`config.mk`:
```
export PLATFORM = sky130hd
export DESIGN_NAME = exec_controller_flat
export DESIGN_NICKNAME = d
export VERILOG_FILES = /design/src/rtl/exec_pkg.sv /design/src/rtl/exec_controller_if.sv /design/src/rtl/md_watchdog.sv /design/src/rtl/exec_controller.sv /design/src/flat_wrapper.sv
export SDC_FILE = /design/constraint.sdc
export NUM_CORES = 1
export LEC_CHECK = 0
export CAP_MARGIN = 20
export CELL_PAD_IN_SITES_DETAIL_PLACEMENT = 0
export CELL_PAD_IN_SITES_GLOBAL_PLACEMENT = 2
export CORE_MARGIN = 1.5
export CORE_UTILIZATION = 36
export CTS_BUF_LIST = sky130_fd_sc_hd__clkbuf_4
export DETAILED_ROUTE_END_ITERATION = 8
export DONT_BUFFER_PORTS = 1
export PLACE_DENSITY_LB_ADDON = 0.1
export SETUP_SLACK_MARGIN = 0.3
export SLEW_MARGIN = 25
export SYNTH_ARGS = -nofsm -noshare
export SYNTH_HDL_FRONTEND = slang
export SYNTH_HIERARCHICAL = 1
export SYNTH_SLANG_ARGS = --single-unit
```
`constraint.sdc`:
```
create_clock -name CLK -period 2.55 [get_ports CLK]
set_input_delay 0.6375 -clock CLK [delete_from_list [all_inputs] [get_ports CLK]]
set_output_delay 0.6375 -clock CLK [all_outputs]
set_load 0.05 [all_outputs]
```
`src/rtl/exec_pkg.sv`:
```
// Shared types for the execute-stage controller: state encoding, widths and the
// decoded-request record latched on accept.
package exec_pkg;

  localparam int XLEN = 32;
  localparam int RD_W = 5;

  typedef enum logic [1:0] {
    IDLE     = 2'd0,
    ALU_WAIT = 2'd1,
    MD_WAIT  = 2'd2,
    RESP     = 2'd3
  } exec_state_e;

  typedef struct packed {
    logic            is_md;
    logic [RD_W-1:0] rd;
  } exec_req_t;

endpackage

```
`src/rtl/exec_controller_if.sv`:
```
// Decode, ALU, mul/div and writeback signals seen by the execute controller.
// master = controller side, slave = surrounding datapath / bench side.
interface exec_controller_if #(
  parameter int XLEN = exec_pkg::XLEN,
  parameter int RD_W = exec_pkg::RD_W
);

  logic            IN_VALID;
  logic            IN_READY;
  logic            IN_IS_MD;
  logic [RD_W-1:0] IN_RD;
  logic            FLUSH;
  logic            ALU_EN;
  logic [XLEN-1:0] ALU_RESULT;
  logic            MD_START;
  logic            MD_DONE;
  logic [XLEN-1:0] MD_RESULT;
  logic            MD_ABORT;
  logic            OUT_VALID;
  logic            OUT_READY;
  logic [XLEN-1:0] OUT_RESULT;
  logic [RD_W-1:0] OUT_RD;
  logic            BUSY;
  logic            ERR;

  modport master (
    input  IN_VALID, IN_IS_MD, IN_RD, FLUSH, ALU_RESULT, MD_DONE, MD_RESULT, OUT_READY,
    output IN_READY, ALU_EN, MD_START, MD_ABORT, OUT_VALID, OUT_RESULT, OUT_RD, BUSY, ERR
  );

  modport slave (
    output IN_VALID, IN_IS_MD, IN_RD, FLUSH, ALU_RESULT, MD_DONE, MD_RESULT, OUT_READY,
    input  IN_READY, ALU_EN, MD_START, MD_ABORT, OUT_VALID, OUT_RESULT, OUT_RD, BUSY, ERR
  );

endinterface

```
`src/rtl/md_watchdog.sv`:
```
// Mul/div watchdog: counts cycles while enabled, expire is combinational and
// flags the last cycle (count MD_TIMEOUT-2) so the abort register fires at MD_TIMEOUT.
module md_watchdog #(
  parameter int MD_TIMEOUT = 64
) (
  input  logic CLK,
  input  logic RST,
  input  logic clear,
  input  logic enable,
  output logic expire
);

  localparam int CW = $clog2(MD_TIMEOUT);

  logic [CW-1:0] cnt_q;

  always_ff @(posedge CLK) begin
    if (RST || clear) begin
      cnt_q <= '0;
    end else if (enable) begin
      cnt_q <= cnt_q + 1'b1;
    end
  end

  assign expire = enable && (cnt_q == CW'(MD_TIMEOUT - 2));

endmodule

```
`src/rtl/exec_controller.sv`:
```
// Execute-stage sequencer: ALU results out 2 cycles after accept, mul/div 1 cycle
// after MD_DONE; new work is only taken when idle or as the held result drains.
module exec_controller #(
  parameter int XLEN       = exec_pkg::XLEN,
  parameter int RD_W       = exec_pkg::RD_W,
  parameter int MD_TIMEOUT = 64
) (
  input logic              CLK,
  input logic              RST,
  exec_controller_if.master bus
);

  import exec_pkg::*;

  exec_state_e     state_q, state_d;
  exec_req_t       in_req;
  logic [RD_W-1:0] rd_q;
  logic [RD_W-1:0] out_rd_q;
  logic [XLEN-1:0] out_result_q;
  logic            md_abort_q, md_abort_d;
  logic            err_q, err_set;
  logic            in_ready, accept;
  logic            alu_en, md_start;
  logic            capture_alu, capture_md;
  logic            wd_clear, wd_en, wd_expire;

  assign in_req = exec_req_t'{is_md: bus.IN_IS_MD, rd: bus.IN_RD};
  assign wd_en  = (state_q == MD_WAIT);

  md_watchdog #(
    .MD_TIMEOUT(MD_TIMEOUT)
  ) u_md_watchdog (
    .CLK    (CLK),
    .RST    (RST),
    .clear  (wd_clear),
    .enable (wd_en),
    .expire (wd_expire)
  );

  always_comb begin
    state_d     = state_q;
    alu_en      = 1'b0;
    md_start    = 1'b0;
    wd_clear    = 1'b0;
    capture_alu = 1'b0;
    capture_md  = 1'b0;
    md_abort_d  = 1'b0;
    err_set     = 1'b0;
    in_ready    = !RST && !bus.FLUSH &&
                  ((state_q == IDLE) || ((state_q == RESP) && bus.OUT_READY));
    accept      = bus.IN_VALID && in_ready;

    if (bus.FLUSH) begin
      // Flush wins over done/expiry; the unit still has to be told to drop its op.
      state_d    = IDLE;
      md_abort_d = (state_q == MD_WAIT);
    end else begin
      case (state_q)
        IDLE: state_d = IDLE;
        ALU_WAIT: begin
          capture_alu = 1'b1;
          state_d     = RESP;
        end
        MD_WAIT: begin
          if (bus.MD_DONE) begin
            capture_md = 1'b1;
            state_d    = RESP;
          end else if (wd_expire) begin
            md_abort_d = 1'b1;
            err_set    = 1'b1;
            state_d    = IDLE;
          end
        end
        RESP: begin
          if (bus.OUT_READY) begin
            state_d = IDLE;
          end
        end
        default: state_d = IDLE;
      endcase

      if (accept) begin
        alu_en   = !in_req.is_md;
        md_start = in_req.is_md;
        wd_clear = in_req.is_md;
        state_d  = in_req.is_md ? MD_WAIT : ALU_WAIT;
      end
    end
  end

  always_ff @(posedge CLK) begin
    if (RST) begin
      state_q      <= IDLE;
      rd_q         <= '0;
      out_rd_q     <= '0;
      out_result_q <= '0;
      md_abort_q   <= 1'b0;
      err_q        <= 1'b0;
    end else begin
      state_q    <= state_d;
      md_abort_q <= md_abort_d;
      if (err_set) begin
        err_q <= 1'b1;
      end
      if (accept) begin
        rd_q <= in_req.rd;
      end
      if (capture_alu) begin
        out_result_q <= bus.ALU_RESULT;
        out_rd_q     <= rd_q;
      end
      if (capture_md) begin
        out_result_q <= bus.MD_RESULT;
        out_rd_q     <= rd_q;
      end
    end
  end

  assign bus.IN_READY   = in_ready;
  assign bus.ALU_EN     = alu_en;
  assign bus.MD_START   = md_start;
  assign bus.MD_ABORT   = md_abort_q;
  assign bus.OUT_VALID  = (state_q == RESP);
  assign bus.OUT_RESULT = out_result_q;
  assign bus.OUT_RD     = out_rd_q;
  assign bus.BUSY       = (state_q != IDLE);
  assign bus.ERR        = err_q;

endmodule

```
`src/flat_wrapper.sv`:
```
// flat-port wrapper written by rule: the top's interface ports become plain ports
module exec_controller_flat import exec_pkg::*;
#(
  parameter int XLEN       = exec_pkg::XLEN,
  parameter int RD_W       = exec_pkg::RD_W,
  parameter int MD_TIMEOUT = 64
)
  (CLK, RST, bus_IN_VALID, bus_IN_IS_MD, bus_IN_RD, bus_FLUSH, bus_ALU_RESULT, bus_MD_DONE, bus_MD_RESULT, bus_OUT_READY, bus_IN_READY, bus_ALU_EN, bus_MD_START, bus_MD_ABORT, bus_OUT_VALID, bus_OUT_RESULT, bus_OUT_RD, bus_BUSY, bus_ERR);
  exec_controller_if #(.XLEN(XLEN), .RD_W(RD_W)) bus_i ();
  input logic CLK;
  input logic RST;
  input wire logic [$bits(bus_i.IN_VALID)-1:0] bus_IN_VALID;
  input wire logic [$bits(bus_i.IN_IS_MD)-1:0] bus_IN_IS_MD;
  input wire logic [$bits(bus_i.IN_RD)-1:0] bus_IN_RD;
  input wire logic [$bits(bus_i.FLUSH)-1:0] bus_FLUSH;
  input wire logic [$bits(bus_i.ALU_RESULT)-1:0] bus_ALU_RESULT;
  input wire logic [$bits(bus_i.MD_DONE)-1:0] bus_MD_DONE;
  input wire logic [$bits(bus_i.MD_RESULT)-1:0] bus_MD_RESULT;
  input wire logic [$bits(bus_i.OUT_READY)-1:0] bus_OUT_READY;
  output wire logic [$bits(bus_i.IN_READY)-1:0] bus_IN_READY;
  output wire logic [$bits(bus_i.ALU_EN)-1:0] bus_ALU_EN;
  output wire logic [$bits(bus_i.MD_START)-1:0] bus_MD_START;
  output wire logic [$bits(bus_i.MD_ABORT)-1:0] bus_MD_ABORT;
  output wire logic [$bits(bus_i.OUT_VALID)-1:0] bus_OUT_VALID;
  output wire logic [$bits(bus_i.OUT_RESULT)-1:0] bus_OUT_RESULT;
  output wire logic [$bits(bus_i.OUT_RD)-1:0] bus_OUT_RD;
  output wire logic [$bits(bus_i.BUSY)-1:0] bus_BUSY;
  output wire logic [$bits(bus_i.ERR)-1:0] bus_ERR;
  assign bus_i.IN_VALID = bus_IN_VALID;
  assign bus_i.IN_IS_MD = bus_IN_IS_MD;
  assign bus_i.IN_RD = bus_IN_RD;
  assign bus_i.FLUSH = bus_FLUSH;
  assign bus_i.ALU_RESULT = bus_ALU_RESULT;
  assign bus_i.MD_DONE = bus_MD_DONE;
  assign bus_i.MD_RESULT = bus_MD_RESULT;
  assign bus_i.OUT_READY = bus_OUT_READY;
  assign bus_IN_READY = bus_i.IN_READY;
  assign bus_ALU_EN = bus_i.ALU_EN;
  assign bus_MD_START = bus_i.MD_START;
  assign bus_MD_ABORT = bus_i.MD_ABORT;
  assign bus_OUT_VALID = bus_i.OUT_VALID;
  assign bus_OUT_RESULT = bus_i.OUT_RESULT;
  assign bus_OUT_RD = bus_i.OUT_RD;
  assign bus_BUSY = bus_i.BUSY;
  assign bus_ERR = bus_i.ERR;
  exec_controller #(.XLEN(XLEN), .RD_W(RD_W), .MD_TIMEOUT(MD_TIMEOUT)) u_core (.CLK(CLK), .RST(RST), .bus(bus_i));
endmodule
```
==> metrics.txt, run 1 <==
# TYPE chip_impl_metric gauge
chip_impl_metric{name="seq_area_frac_synth",unit="%"} 48.0
chip_impl_metric{name="grt_start_max_net_pins",unit=""} 33
chip_impl_metric{name="insertedDiodeCount",unit=""} 0
chip_impl_metric{name="dr.first_iter.drc_count",unit=""} 36
chip_impl_metric{name="die_height",unit="µm"} 80.6
chip_impl_metric{name="crit_path_max_incr_delay",unit="ns"} 0.39
chip_impl_metric{name="timing.critical_path.fanout_max",unit=""} 4
chip_impl_metric{name="flow.area_growth_from_synthesis",unit="%"} 11.3
chip_impl_metric{name="die_w",unit="µm"} 80.6
chip_impl_metric{name="cts.path.max_buffers",unit=""} 2
chip_impl_metric{name="cts_sinks",unit=""} 52
chip_impl_metric{name="layout.core_utilization",unit="%"} 41.2
chip_impl_metric{name="power.share.switching",unit="%"} 20.5
chip_impl_metric{name="cts.reportedPaths.clkPinSlew",unit="ns"} 0.14
chip_impl_metric{name="max_cap_violations",unit=""} 0
chip_impl_metric{name="synth_area_per_cell",unit="µm²"} 9.68
chip_impl_metric{name="drt_wl_total",unit="µm"} 5100
chip_impl_info{name="yosysTopAreaCell",value="dfxtp_1"} 1
chip_impl_metric{name="post-route-min-period",unit="ns"} 2.17
chip_impl_metric{name="grt-ovfl-total",unit=""} 0
chip_impl_metric{name="gp_congestion",unit=""} 0.714
chip_impl_metric{name="number_of_nets_in_the_layout",unit=""} 302
chip_impl_metric{name="cts-htree-levels",unit=""} 2
chip_impl_metric{name="ios",unit=""} 120
chip_impl_metric{name="dp.final_hpwl",unit="µm"} 3730
chip_impl_metric{name="drt.antenna.violating_nets",unit=""} 0
chip_impl_metric{name="share_of_synthesized_flip_flops_with_an_asynchronous_set_or_reset",unit="%"} 0
chip_impl_metric{name="number_of_buffers_created_by_cts",unit=""} 5
chip_impl_metric{name="setup-violations-final",unit=""} 0
chip_impl_metric{name="fp.coreArea",unit="mm²"} 0.00585
chip_impl_info{name="ctsRootBufferMaster",value="clkbuf_4"} 1
chip_impl_metric{name="design_area",unit="mm²"} 0.00241
chip_impl_metric{name="power.density_cell_area",unit="mW/mm²"} 655
chip_impl_metric{name="timing_worst_slew_pin_value",unit="ns"} 0.571
chip_impl_metric{name="finalPower",unit="mW"} 1.58
chip_impl_metric{name="worst_skew_pair.late_latency",unit="ns"} 0.36
chip_impl_metric{name="power_leakage",unit="nW"} 0.799
chip_impl_metric{name="slew_violations",unit=""} 0
chip_impl_metric{name="synth_top_area_share",unit="%"} 48.0
chip_impl_metric{name="postCtsHoldBufs",unit=""} 0
chip_impl_metric{name="core.rowCount",unit=""} 28
chip_impl_metric{name="dr.pass1.iters",unit=""} 3
chip_impl_metric{name="drt-vias-per-instance",unit=""} 5.83
chip_impl_metric{name="number_of_enable_flip_flop_cells_after_synthesis",unit=""} 0
chip_impl_metric{name="total_net_switching_power",unit="mW"} 0.324
chip_impl_metric{name="vdd_ir_drop_max",unit="µV"} 294
chip_impl_metric{name="totalNegativeSetupSlack",unit="ns"} 0
chip_impl_metric{name="area.sequential",unit="mm²"} 0.00104
chip_impl_metric{name="timing.critical_path.required",unit="ns"} 1.91
chip_impl_info{name="crit_path_cell_trace",value="ha_2 > a21o_1 > nand2_2 > nor2_4"} 1
chip_impl_metric{name="first_pass_grt_wire_length",unit="µm"} 7990
chip_impl_info{name="grt_setup_unrepaired",value="yes"} 1
chip_impl_info{name="min-delay-path-class",value="input pin to flip-flop"} 1
chip_impl_metric{name="avgRoutedWirePerCell",unit="µm"} 17.2
chip_impl_info{name="critPathKind",value="flip-flop to primary output"} 1
chip_impl_metric{name="max_transition_margin",unit="%"} 61.9
chip_impl_info{name="cts_tree",value="built"} 1
chip_impl_metric{name="fmaxAchievable",unit="MHz"} 461
chip_impl_metric{name="hold_viol",unit=""} 0
chip_impl_metric{name="power.combinational.fraction",unit="%"} 5.0
chip_impl_metric{name="crit_arrival",unit="ns"} 1.53
chip_impl_metric{name="number_of_warnings_issued_by_yosys",unit=""} 6
chip_impl_metric{name="dpl.cell_count",unit=""} 287
chip_impl_metric{name="die_area",unit="mm²"} 0.00650
chip_impl_metric{name="grt_use_total",unit="%"} 16.2
chip_impl_metric{name="first_global_vias",unit=""} 1682
chip_impl_metric{name="share_clk_of_total_power",unit="%"} 41.3
chip_impl_metric{name="post_route_cells_drive_above_1_share",unit="%"} 17.2
chip_impl_info{name="run_status",value="complete, no violations"} 1
chip_impl_metric{name="timing.final.crit_share",unit="%"} 85.1
chip_impl_info{name="setup.worst_path.start_class",value="flip-flop"} 1
chip_impl_info{name="critical_path.endpoint_type",value="primary output"} 1
chip_impl_metric{name="timing.reg2reg.worst_path_depth",unit=""} 7
chip_impl_metric{name="placed_area",unit="mm²"} 0.00225
chip_impl_metric{name="route.vias.total",unit=""} 1725
chip_impl_info{name="synth-main-ff-cell",value="dfxtp_1"} 1
chip_impl_metric{name="power.sequential.fraction",unit="%"} 53.7
chip_impl_metric{name="synth_fp_nets",unit=""} 306
chip_impl_metric{name="netlist_instances",unit=""} 224
chip_impl_metric{name="internal_power",unit="mW"} 1.26
chip_impl_metric{name="synthesis.area",unit="mm²"} 0.00217
chip_impl_metric{name="fin_worst_skew",unit="ns"} 0.00714
chip_impl_metric{name="grt_antenna_before_repair",unit=""} 0
chip_impl_metric{name="hold_path_depth",unit=""} 1
chip_impl_metric{name="final_cells",unit=""} 296
chip_impl_metric{name="num-fill-cells",unit=""} 594
chip_impl_info{name="worst_path_max_delay_cell",value="dfxtp_2"} 1
chip_impl_info{name="synth_area_leaders",value="dfxtp_1 (48%), o2bb2ai_1 (13%), o22ai_1 (9.2%)"} 1
chip_impl_metric{name="route.detailed.drc",unit=""} 0
chip_impl_metric{name="portBuffers",unit=""} 0
chip_impl_metric{name="synth_seq_cells",unit=""} 52
chip_impl_metric{name="multi_input_comb_area",unit="mm²"} 0.00106
chip_impl_metric{name="post_synth_num_cell_types",unit=""} 35
chip_impl_metric{name="initial_core_util",unit="%"} 37.1
[worst paths after layout]
kind	endpoint	slack (ns)	from
worst max-delay path	bus_ALU_EN	0.38	u_core/state_q[0]$_SDFFE_PP0P_
worst min-delay path	u_core/rd_q[2]$_SDFFE_PP0P_	0.33	RST
worst max register to register	u_core/state_q[0]$_SDFFE_PP0P_	0.54	u_core/state_q[0]$_SDFFE_PP0P_
worst min register to register	u_core/bus.OUT_RD[1]$_SDFFE_PP0P_	0.48	u_core/rd_q[1]$_SDFFE_PP0P_
[power groups by stage]
stage / Combinational (mW) / Sequential [mW] / Clock, mW
floorplan: 0.0691 / 0.864 / 0
global placement: 0.0738 / 0.866 / 0
detailed placement: 0.0769 / 0.866 / 0
CTS: 0.0785 / 0.849 / 0.682
global route: 0.0879 / 0.851 / 0.719
finish: 0.0791 / 0.849 / 0.653
[critical path, delay by kind of cell (launching register included)]
kind | cells | cell delay (ns)
compound gates | 1 | 0.17
fa+ha+maj | 1 | 0.22
flops | 1 | 0.39
simple gates | 2 | 0.40
[per-layer routing]
layer	global-route usage, %	part of all wire [%]	vias up
met3	4.77	7.5	10
li1	-	-	855
met5	0	0	-
met4	6.90	2.1	0
met2	26.8	47	78
met1	19.5	43	782
[what timing repair did]
action,4_1_cts,5_1_grt
pin swaps,1,1
setup buffers,1,0
setup endpoints to repair,3,35
gates resized for setup,5,5
[layout make-up]
| class | instances | share of cell area (%) |
|---|---|---|
| clock inverter | 3 | 3.73 |
| sequential | 52 | 43.3 |
| clock buffer | 5 | 1.56 |
| inverter | 5 | 0.778 |
| multi-input combinational | 149 | 44.1 |
| timing repair buffer | 7 | 2.70 |
| tap | 75 | 3.89 |
[sequential cells by signal, summed over array words and instances (netlist names)]
| name | count |
|---|---|
| u_core/bus.ERR | 1 |
| u_core/bus.MD_ABORT | 1 |
| u_core/bus.OUT_RD | 5 |
| u_core/bus.OUT_RESULT | 32 |
| u_core/rd_q | 5 |
| u_core/state_q | 2 |
| u_core/u_md_watchdog/cnt_q | 6 |
[Yosys cell counts, drive strengths merged, types with 2 or more instances]
cell	count
o21ai	13
o2bb2ai	31
a31oi	2
xor2	3
nand3	10
nand2	5
nand4	3
dfxtp	52
inv	5
nor3b	3
a21oi	14
o22ai	32
clkbuf	8
a21o	2
nor2	11
buf	10
or2	2
nor2b	2
ha	6
[cells by family after synthesis]
kind of cell    synth area share (%)
compound gates                  31.3
flops                           48.0
fa+ha+maj                       3.46
buf+inv                         5.02
simple gates                    10.6
xor+xnor                        1.62
[cells in the final DEF, fill, tap and decap left out, types with 4 or more instances in the layout]
cell type	synthesis	routed
o22ai_1	32	32
nor2_1	11	9
a21oi_1	13	11
buf_4	2	6
o2bb2ai_1	31	31
clkbuf_4	0	5
dfxtp_1	52	50
nand3_1	10	10
inv_1	5	4
o21ai_0	13	13
[stage by stage]
step	hold slack, ns	setup WS (ns)
2_1_floorplan	0.437	0.342
3_3_place_gp	0.462	0.438
3_5_place_dp	0.460	0.335
4_1_cts	0.299	0.325
5_1_grt	0.275	0.246
6_report	0.326	0.380
(Power assumes the default switching activity.)
==> run 2: changes to the inputs <==
--- a/config.mk
+++ b/config.mk
@@ -8,13 +8,13 @@
 export CAP_MARGIN = 20
 export CELL_PAD_IN_SITES_DETAIL_PLACEMENT = 0
 export CELL_PAD_IN_SITES_GLOBAL_PLACEMENT = 2
+export CORE_ASPECT_RATIO = 1.2
 export CORE_MARGIN = 1.5
-export CORE_UTILIZATION = 36
+export CORE_UTILIZATION = 22
 export CTS_BUF_LIST = sky130_fd_sc_hd__clkbuf_4
 export DETAILED_ROUTE_END_ITERATION = 8
-export DONT_BUFFER_PORTS = 1
 export PLACE_DENSITY_LB_ADDON = 0.1
-export SETUP_SLACK_MARGIN = 0.3
+export SETUP_SLACK_MARGIN = 0.1
 export SLEW_MARGIN = 25
 export SYNTH_ARGS = -nofsm -noshare
 export SYNTH_HDL_FRONTEND = slang
==> run 2 against run 1 <==
Critical endpoint unchanged. Total power decreased by 1.4%. First-iteration DRC count increased by 2.8%. Clock-buffer cell count did not move. Fmax is 9.8% lower. Critical path depth increased by 1. Clock skew up 0.0014 ns. Highest routed layer unchanged. Die area up 61%. Hold slack better by 0.15 ns. Via count up 27%.
==> metrics.txt, run 2 (synthesized netlist as in run 1, its figures left out) <==
# TYPE chip_impl_metric gauge
chip_impl_metric{name="die_height",unit="µm"} 112
chip_impl_info{name="most_used_cells_in_the_layout_excluding_fill_and_tap_cells",value="clkdlybuf4s50_1 (113), dfxtp_1 (52), o22ai_1 (32)"} 1
chip_impl_metric{name="die_w",unit="µm"} 93.6
chip_impl_info{name="min-delay-path-class",value="flip-flop to flip-flop"} 1
chip_impl_metric{name="power_leakage",unit="nW"} 1.30
chip_impl_metric{name="drt-vias-per-instance",unit=""} 4.64
chip_impl_metric{name="timing.critical_path.fanout_max",unit=""} 4
chip_impl_metric{name="finalPower",unit="mW"} 1.56
chip_impl_metric{name="totalNegativeSetupSlack",unit="ns"} 0
chip_impl_metric{name="number_of_nets_in_the_layout",unit=""} 430
chip_impl_metric{name="die_area",unit="mm²"} 0.0105
chip_impl_info{name="min_delay_worst_endpoint",value="u_core/bus.OUT_RESULT[30]$_SDFFE_PP0P_"} 1
chip_impl_metric{name="power.density_cell_area",unit="mW/mm²"} 422
chip_impl_metric{name="timing.critical_path.required",unit="ns"} 1.91
chip_impl_info{name="critical_path.endpoint_type",value="primary output"} 1
chip_impl_metric{name="drt.antenna.violating_nets",unit=""} 0
chip_impl_metric{name="cts.path.max_buffers",unit=""} 2
chip_impl_metric{name="post_route_cells_drive_above_1_share",unit="%"} 11.7
chip_impl_metric{name="grt_start_max_net_pins",unit=""} 33
chip_impl_metric{name="crit_arrival",unit="ns"} 1.77
chip_impl_metric{name="worst_skew_pair.late_latency",unit="ns"} 0.36
chip_impl_metric{name="dp.final_hpwl",unit="µm"} 5050
chip_impl_metric{name="postCtsHoldBufs",unit=""} 0
chip_impl_metric{name="timing.reg2reg.worst_path_depth",unit=""} 7
chip_impl_metric{name="reg2reg_setup_slack",unit="ns"} 0.53
chip_impl_info{name="grt_setup_unrepaired",value="yes"} 1
chip_impl_metric{name="vdd_ir_drop_max",unit="µV"} 279
chip_impl_metric{name="first_global_vias",unit=""} 2176
chip_impl_info{name="reg2reg_to",value="u_core/state_q[0]$_SDFFE_PP0P_"} 1
chip_impl_metric{name="core.rowCount",unit=""} 39
chip_impl_metric{name="dr.pass1.iters",unit=""} 4
chip_impl_metric{name="grt_use_total",unit="%"} 13.3
chip_impl_metric{name="multi_input_comb_area",unit="mm²"} 0.00104
chip_impl_metric{name="gp_congestion",unit=""} 0.732
chip_impl_info{name="ctsRootBufferMaster",value="clkbuf_4"} 1
chip_impl_metric{name="grt_antenna_before_repair",unit=""} 0
chip_impl_metric{name="fmaxAchievable",unit="MHz"} 416
chip_impl_metric{name="number_of_buffers_created_by_cts",unit=""} 5
chip_impl_metric{name="timing.final.crit_share",unit="%"} 94.3
chip_impl_metric{name="cts.reportedPaths.clkPinSlew",unit="ns"} 0.16
chip_impl_metric{name="hold_path_depth",unit=""} 1
chip_impl_metric{name="fp.coreArea",unit="mm²"} 0.00956
chip_impl_metric{name="post-route-min-period",unit="ns"} 2.40
chip_impl_info{name="setup.worst_path.start_class",value="input pin"} 1
chip_impl_metric{name="first_pass_grt_wire_length",unit="µm"} 11200
chip_impl_metric{name="max_transition_margin",unit="%"} 63.9
chip_impl_info{name="rr_startpoint",value="u_core/state_q[0]$_SDFFE_PP0P_"} 1
chip_impl_info{name="cts_tree",value="built"} 1
chip_impl_metric{name="initial_core_util",unit="%"} 22.7
chip_impl_metric{name="fin_worst_skew",unit="ns"} 0.00858
chip_impl_metric{name="flip_flop_count_of_the_largest_register_after_layout",unit=""} 32
chip_impl_metric{name="cts-htree-levels",unit=""} 2
chip_impl_metric{name="route.detailed.drc",unit=""} 0
chip_impl_metric{name="drt_wl_total",unit="µm"} 7000
chip_impl_info{name="final_common_cell",value="clkdlybuf4s50_1"} 1
chip_impl_metric{name="area.sequential",unit="mm²"} 0.00104
chip_impl_info{name="run_status",value="complete, no violations"} 1
chip_impl_metric{name="ios",unit=""} 120
chip_impl_metric{name="insertedDiodeCount",unit=""} 0
chip_impl_info{name="critPathKind",value="input pin to primary output"} 1
chip_impl_metric{name="timing_worst_slew_pin_value",unit="ns"} 0.540
chip_impl_metric{name="portBuffers",unit=""} 119
chip_impl_info{name="min-delay-start",value="u_core/bus.OUT_RESULT[30]$_SDFFE_PP0P_"} 1
chip_impl_metric{name="cts_sinks",unit=""} 52
chip_impl_metric{name="max_cap_violations",unit=""} 0
chip_impl_metric{name="grt-ovfl-total",unit=""} 0
chip_impl_metric{name="dr.first_iter.drc_count",unit=""} 37
chip_impl_metric{name="hold_viol",unit=""} 0
chip_impl_metric{name="setup-violations-final",unit=""} 0
chip_impl_metric{name="avgRoutedWirePerCell",unit="µm"} 14.8
chip_impl_metric{name="flow.area_growth_from_synthesis",unit="%"} 70.5
chip_impl_metric{name="slew_violations",unit=""} 0
chip_impl_metric{name="num-fill-cells",unit=""} 978
chip_impl_metric{name="route.vias.total",unit=""} 2191
run 2: worst max path at each step:
| stage | startpoint | end | slack (ns) |
|---|---|---|---|
| floorplan | u_core/state_q[0]$_SDFFE_PP0P_ | bus_IN_READY | 0.13 |
| global placement | bus_FLUSH | bus_ALU_EN | 0.03 |
| detailed placement | bus_FLUSH | bus_ALU_EN | 0.01 |
| CTS | bus_FLUSH | bus_IN_READY | 0.12 |
| global route | RST | bus_ALU_EN | 0.08 |
| finish | RST | bus_ALU_EN | 0.15 |
run 2: per-layer routing:
layer | up-vias | global-route usage (%) | share of wire [%]
met2 | 78 | 22.2 | 45
met1 | 1007 | 17.2 | 47
li1 | 1104 | - | -
met5 | - | 0 | 0
met3 | 2 | 3.01 | 7.2
met4 | 0 | 3.48 | 0.60
run 2: repair_timing:
action	4_1_cts	5_1_grt
gates resized for setup	4	1
buffers inserted	0	1
cloned	0	0
pin swaps	0	1
endpoints found under the setup margin	5	3
run 2: where the power goes:
part | leakage (nW) | internal (mW) | switching (mW)
registers | 0.420 | 0.823 | 0.00527
logic | 0.841 | 0.150 | 0.102
clock network | 0.0412 | 0.205 | 0.273
run 2: stage by stage:
stage	cells	utilization, %	hold slack (ns)	area [µm²]	worst slack (ns)
after CTS	471	38.6	0.484	3690	0.115
final	472	38.7	0.479	3700	0.146
after global placement	463	37.7	0.445	3600	0.0261
after global routing	472	38.7	0.491	3700	0.0801
after floorplan	224	-	0.436	2180	0.127
after detailed placement	463	37.7	0.445	3600	0.0145
run 2: critical path, stage by stage:
cell and delay [ns]:
clkdlybuf4s50_1 0.47, nor3b_2 0.26, nand2_1 0.14, nor2_4 0.12, buf_12 0.14
run 2: final cells by class:
cell class                 instances  area share (%)
clock buffer                       5            1.02
timing repair buffer             135            37.0
clock inverter                     3            1.15
inverter                           5           0.508
sequential                        52            28.2
tap                              123            4.16
multi-input combinational        149            28.1
